--- src/rtl/vga_plot_arbiter.sv ---
// vga_plot_arbiter: shares the VGA pixel-write port between two round-robin requesters and a full-screen clear engine.
module vga_plot_arbiter #(
    parameter int SCREEN_W = 160,
    parameter int SCREEN_H = 120,
    parameter logic [2:0] CLEAR_COLOUR = 3'b000
) (
    input  logic       CLOCK_50,
    input  logic       reset,
    input  logic       req_a,
    input  logic       last_a,
    input  logic [8:0] x_a,
    input  logic [6:0] y_a,
    input  logic [2:0] colour_a,
    output logic       grant_a,
    input  logic       req_b,
    input  logic       last_b,
    input  logic [8:0] x_b,
    input  logic [6:0] y_b,
    input  logic [2:0] colour_b,
    output logic       grant_b,
    input  logic       clear_start,
    output logic       clear_busy,
    output logic       clear_done,
    output logic       plot,
    output logic [8:0] x,
    output logic [6:0] y,
    output logic [2:0] colour
);
    typedef enum logic [1:0] {IDLE, BURST_A, BURST_B, CLEAR} state_t;
    localparam logic [8:0] XMAX = 9'(SCREEN_W - 1);
    localparam logic [6:0] YMAX = 7'(SCREEN_H - 1);
    state_t state_q, state_d;
    logic last_b_q, last_b_d;
    logic pending_q, pending_d;
    logic wrap_q, wrap_d;
    logic [8:0] cx_q, cx_d;
    logic [6:0] cy_q, cy_d;
    logic grant_a_q, grant_b_q;
    logic plot_q, plot_d;
    logic [8:0] x_q, x_d;
    logic [6:0] y_q, y_d;
    logic [2:0] colour_q, colour_d;
    logic done_q, done_d;
    logic sel_b, req_k, last_k, clr_last;
    logic [8:0] x_k;
    logic [6:0] y_k;
    logic [2:0] colour_k;
    assign sel_b    = state_q == BURST_B;
    assign req_k    = sel_b ? req_b : req_a;
    assign last_k   = sel_b ? last_b : last_a;
    assign x_k      = sel_b ? x_b : x_a;
    assign y_k      = sel_b ? y_b : y_a;
    assign colour_k = sel_b ? colour_b : colour_a;
    assign clr_last = cx_q == XMAX && cy_q == YMAX;
    always_comb begin
        state_d   = state_q;
        last_b_d  = last_b_q;
        pending_d = pending_q | (clear_start & (state_q != CLEAR));
        wrap_d    = wrap_q;
        cx_d      = cx_q;
        cy_d      = cy_q;
        plot_d    = 1'b0;
        x_d       = x_q;
        y_d       = y_q;
        colour_d  = colour_q;
        done_d    = 1'b0;
        case (state_q)
            IDLE: begin
                if (pending_q || clear_start) state_d = CLEAR;
                else if (req_a && (!req_b || last_b_q)) state_d = BURST_A;
                else if (req_b) state_d = BURST_B;
            end
            BURST_A, BURST_B: begin
                if (req_k && x_k <= XMAX && y_k <= YMAX) begin
                    plot_d   = 1'b1;
                    x_d      = x_k;
                    y_d      = y_k;
                    colour_d = colour_k;
                end
                if (!req_k || last_k) begin
                    state_d  = IDLE;
                    last_b_d = sel_b;
                end
            end
            default: begin
                // Final cycle lets the last clear pixel reach the output before clear_done fires.
                if (wrap_q) begin
                    state_d   = IDLE;
                    pending_d = 1'b0;
                    wrap_d    = 1'b0;
                    done_d    = 1'b1;
                end else begin
                    plot_d   = 1'b1;
                    x_d      = cx_q;
                    y_d      = cy_q;
                    colour_d = CLEAR_COLOUR;
                    cx_d     = cx_q == XMAX ? 9'd0 : cx_q + 9'd1;
                    cy_d     = cx_q == XMAX ? (clr_last ? 7'd0 : cy_q + 7'd1) : cy_q;
                    wrap_d   = clr_last;
                end
            end
        endcase
    end
    always_ff @(posedge CLOCK_50) begin
        if (reset) begin
            state_q   <= IDLE;
            last_b_q  <= 1'b1;
            pending_q <= 1'b0;
            wrap_q    <= 1'b0;
            cx_q      <= '0;
            cy_q      <= '0;
            grant_a_q <= 1'b0;
            grant_b_q <= 1'b0;
            plot_q    <= 1'b0;
            x_q       <= '0;
            y_q       <= '0;
            colour_q  <= '0;
            done_q    <= 1'b0;
        end else begin
            state_q   <= state_d;
            last_b_q  <= last_b_d;
            pending_q <= pending_d;
            wrap_q    <= wrap_d;
            cx_q      <= cx_d;
            cy_q      <= cy_d;
            grant_a_q <= state_d == BURST_A;
            grant_b_q <= state_d == BURST_B;
            plot_q    <= plot_d;
            x_q       <= x_d;
            y_q       <= y_d;
            colour_q  <= colour_d;
            done_q    <= done_d;
        end
    end
    assign grant_a    = grant_a_q;
    assign grant_b    = grant_b_q;
    assign clear_busy = pending_q;
    assign clear_done = done_q;
    assign plot       = plot_q;
    assign x          = x_q;
    assign y          = y_q;
    assign colour     = colour_q;
endmodule

--- config.mk ---
export PLATFORM = sky130hd
export DESIGN_NAME = vga_plot_arbiter
export DESIGN_NICKNAME = d
export VERILOG_FILES = /design/src/rtl/vga_plot_arbiter.sv
export SDC_FILE = /design/constraint.sdc
export NUM_CORES = 1
export LEC_CHECK = 0
export BUFFER_PORTS_ARGS = -buffer_cell sky130_fd_sc_hd__buf_2
export CELL_PAD_IN_SITES_DETAIL_PLACEMENT = 1
export CELL_PAD_IN_SITES_GLOBAL_PLACEMENT = 2
export CORE_AREA = 2 2 111 81
export CTS_CLUSTER_DIAMETER = 40
export DETAILED_ROUTE_END_ITERATION = 12
export DIE_AREA = 0 0 113 83
export GPL_ROUTABILITY_DRIVEN = 0
export PLACE_DENSITY = 0.83
export SYNTH_ARGS = -nofsm -noshare
export SYNTH_HDL_FRONTEND = slang
export SYNTH_SLANG_ARGS = --single-unit
--- constraint.sdc ---
create_clock -name CLOCK_50 -period 3.2 [get_ports CLOCK_50]
set_clock_uncertainty 0.2 [all_clocks]
set_input_delay 0.8 -clock CLOCK_50 [delete_from_list [all_inputs] [get_ports CLOCK_50]]
set_output_delay 0.8 -clock CLOCK_50 [all_outputs]
set_load 0.01 [all_outputs]
==> out/results.txt <==
setup TNS -> 0 ps
ys async rst share -> 0%
wire per inst -> 15.1 µm
cell area after layout -> 0.00293 mm²
CP Cell Sequence -> inv_1 > ha_1 > buf_4 > o32ai_1 > and3_1 > o21ai_0 > a221oi_1
FF+latch count, synth -> 44
Cell Area, Synth -> 0.00234 mm²
Post-DRT Antenna Nets -> 0
net count after synthesis -> 330
worst slew pin tran -> 827 ps
largest cells by area after synthesis -> dfxtp_1 (38%), mux2i_1 (14%), nor2_1 (9.0%)
Routed Wire Length -> 6.76 mm
vias in the first global route -> 2272
type of the worst min-delay path -> flip-flop to flip-flop
first-pass GRT wire length -> 11.3 mm
DP Area -> 0.00276 mm²
peak supply drop -> 0.261 mV
origin of the worst min-delay path -> colour[0]
Die Wd -> 113 µm
area of the multi-input gates -> 0.00135 mm²
Mapped Cells -> 279
Avg Cell Area, Syn -> 8.39 µm²
CP startpoint kind -> flip-flop
Post-CTS Hold Buffers -> 0
leading area contributor after synthesis -> dfxtp_1
Initial Util -> 28.3%
# clock sinks -> 44
total track usage -> 14.7%
ANT cells -> 0
Via Count -> 2169
I/O pins -> 69
cts repair resizes -> 0
sequential share of the synthesized area -> 37.6%
DRT Pass-1 Iters -> 8
commonest non-fill, non-tap cells in the layout -> buf_2 (68), nor2_1 (56), dfxtp_1 (44)
fillers -> 1004
worst-path maximum fanout -> 10
core footprint -> 0.00827 mm²
DR iter-0 viols -> 87
global route overflow -> 0
WP data arrival -> 2640 ps
Power Density -> 713 mW/mm²
dpl hpwl -> 5.14 mm
Fin Hold WS -> 273 ps
TritonCTS Buffers -> 5
FMAX -> 375 MHz
final core occ -> 35.4%
Crit Path Class -> flip-flop to flip-flop
Critical R2R Launch -> state_q[0]
PortBufs -> 68
failing checks -> design-rule violations
final count of pins violating max slew -> 0
register area -> 881 µm²
Final Hold Fails -> 0
Max-Slew Margin vs Limit -> 44.8%
H-tree level count -> 2
TritonCTS clock tree -> done
Leak -> 1.24 nW
WP data required -> 3170 ps
slowest stage delay, CP -> 500 ps
most common cell after layout, fill and taps aside -> buf_2
Tcrit/Tclk final -> 83.4%
routed vias/inst -> 4.83
clock-pin slew of the registers on the worst-case setup and hold paths -> 60 ps
CP Capture Type -> flip-flop
Root Driver -> clkbuf_16
Max Cap Violations -> 0
Hold Path Cell Cnt -> 2
largest net degree at the start of global routing -> 44
setup violators final -> 0
Critical Path Start -> state_q[0]
unrepaired setup endpoints after global routing -> no
Ys Warns -> 0
nets@finish -> 394
status -> complete, but fails checks
initial antenna violation count -> 0
synthesis-to-layout area growth -> 25.0%
total die area -> 0.00938 mm²
number of enable flip-flop cells after synthesis -> 0
Die Span Y -> 83 µm
Std-Cell Rows -> 28
Pwr Total -> 2.09 mW
Max stage delay cell, worst path -> o32ai_1
crit path time final -> 2670 ps
Remaining DRCs -> 8
distinct cell type count after synthesis -> 46
post-synth top area share -> 37.6%
post-CTS setup buffer count -> 0
Clock Latency Late Sink -> 280 ps
worst reg2reg path depth -> 7
Post-synth top flop -> dfxtp_1
Bufs on Longest Clock Path -> 2
share of post-route cells with drive strength above 1 -> 25.0%
logic make-up (layout without fill, tap and decap cells):
group,Yosys count,count (layout),share of synthesized area [%]
fa+ha+maj,6,6,3.21
xor+xnor,9,9,3.37
mux,33,33,14.1
simple gates,118,118,24.2
compound gates,47,47,13.0
flops,44,44,37.6
buf+inv,22,87,4.54
registers in the layout (all words and copies together) (netlist names):
signal / cells
clear_busy: 1
clear_done: 1
colour: 3
cx_q: 9
cy_q: 7
grant_a: 1
grant_b: 1
last_b_q: 1
plot: 1
state_q: 2
wrap_q: 1
x: 9
y: 7
metrics by stage:
stage | worst slack (ps) | std cells
final | 530 | 449
after global routing | 293 | 449
after detailed placement | 541 | 441
after global placement | 427 | 441
after floorplan | 866 | 279
after CTS | 525 | 449
Yosys cell counts (2+ instances only):
| master | n |
|---|---|
| nor2_1 | 56 |
| dfxtp_1 | 44 |
| mux2i_1 | 33 |
| a21oi_1 | 25 |
| nand2_1 | 16 |
| nand3_1 | 11 |
| clkbuf_1 | 8 |
| inv_1 | 7 |
| nor3_1 | 7 |
| ha_1 | 6 |
| o21ai_0 | 5 |
| xor2_1 | 5 |
| buf_2 | 4 |
| xnor2_1 | 4 |
| a311oi_1 | 3 |
| a31oi_1 | 3 |
| nand2b_1 | 3 |
| or2_1 | 3 |
| or3_1 | 3 |
| or4_1 | 3 |
| a21boi_0 | 2 |
| and3_1 | 2 |
| nand4_1 | 2 |
| nor2b_1 | 2 |
critical path, delay by kind of cell (launching register included):
family	cells	cell delay, ps
compound gates	3	940
flops	1	420
fa+ha+maj	1	370
simple gates	1	240
buf+inv	2	390
final cells by class:
cell class | count | share of cell area (%)
multi-input combinational | 213 | 46.3
sequential | 44 | 30.1
timing repair buffer | 72 | 12.7
tap | 105 | 4.49
clock buffer | 6 | 4.40
clock inverter | 2 | 1.20
inverter | 7 | 0.898
per-layer routing:
layer	part of all wire, %	vias up	global-route usage, %
met5	0	-	0
met4	0.78	0	3.66
met3	6.2	5	3.58
met2	41	70	22.3
met1	52	991	20.9
li1	-	1103	-
report_power, final:
group	leakage (nW)	internal [mW]	switching [mW]
Sequential	0.357	0.633	0.0520
Clock	0.0808	0.367	0.212
Combinational	0.799	0.339	0.484
final timing paths:
| check | endpoint | slack, ps |
|---|---|---|
| worst min register to register | colour[0] | 270 |
| worst max-delay path | grant_a | 530 |
| worst min-delay path | colour[0] | 270 |
| worst max register to register | grant_a | 530 |
Power figures use the tool's default switching activity.
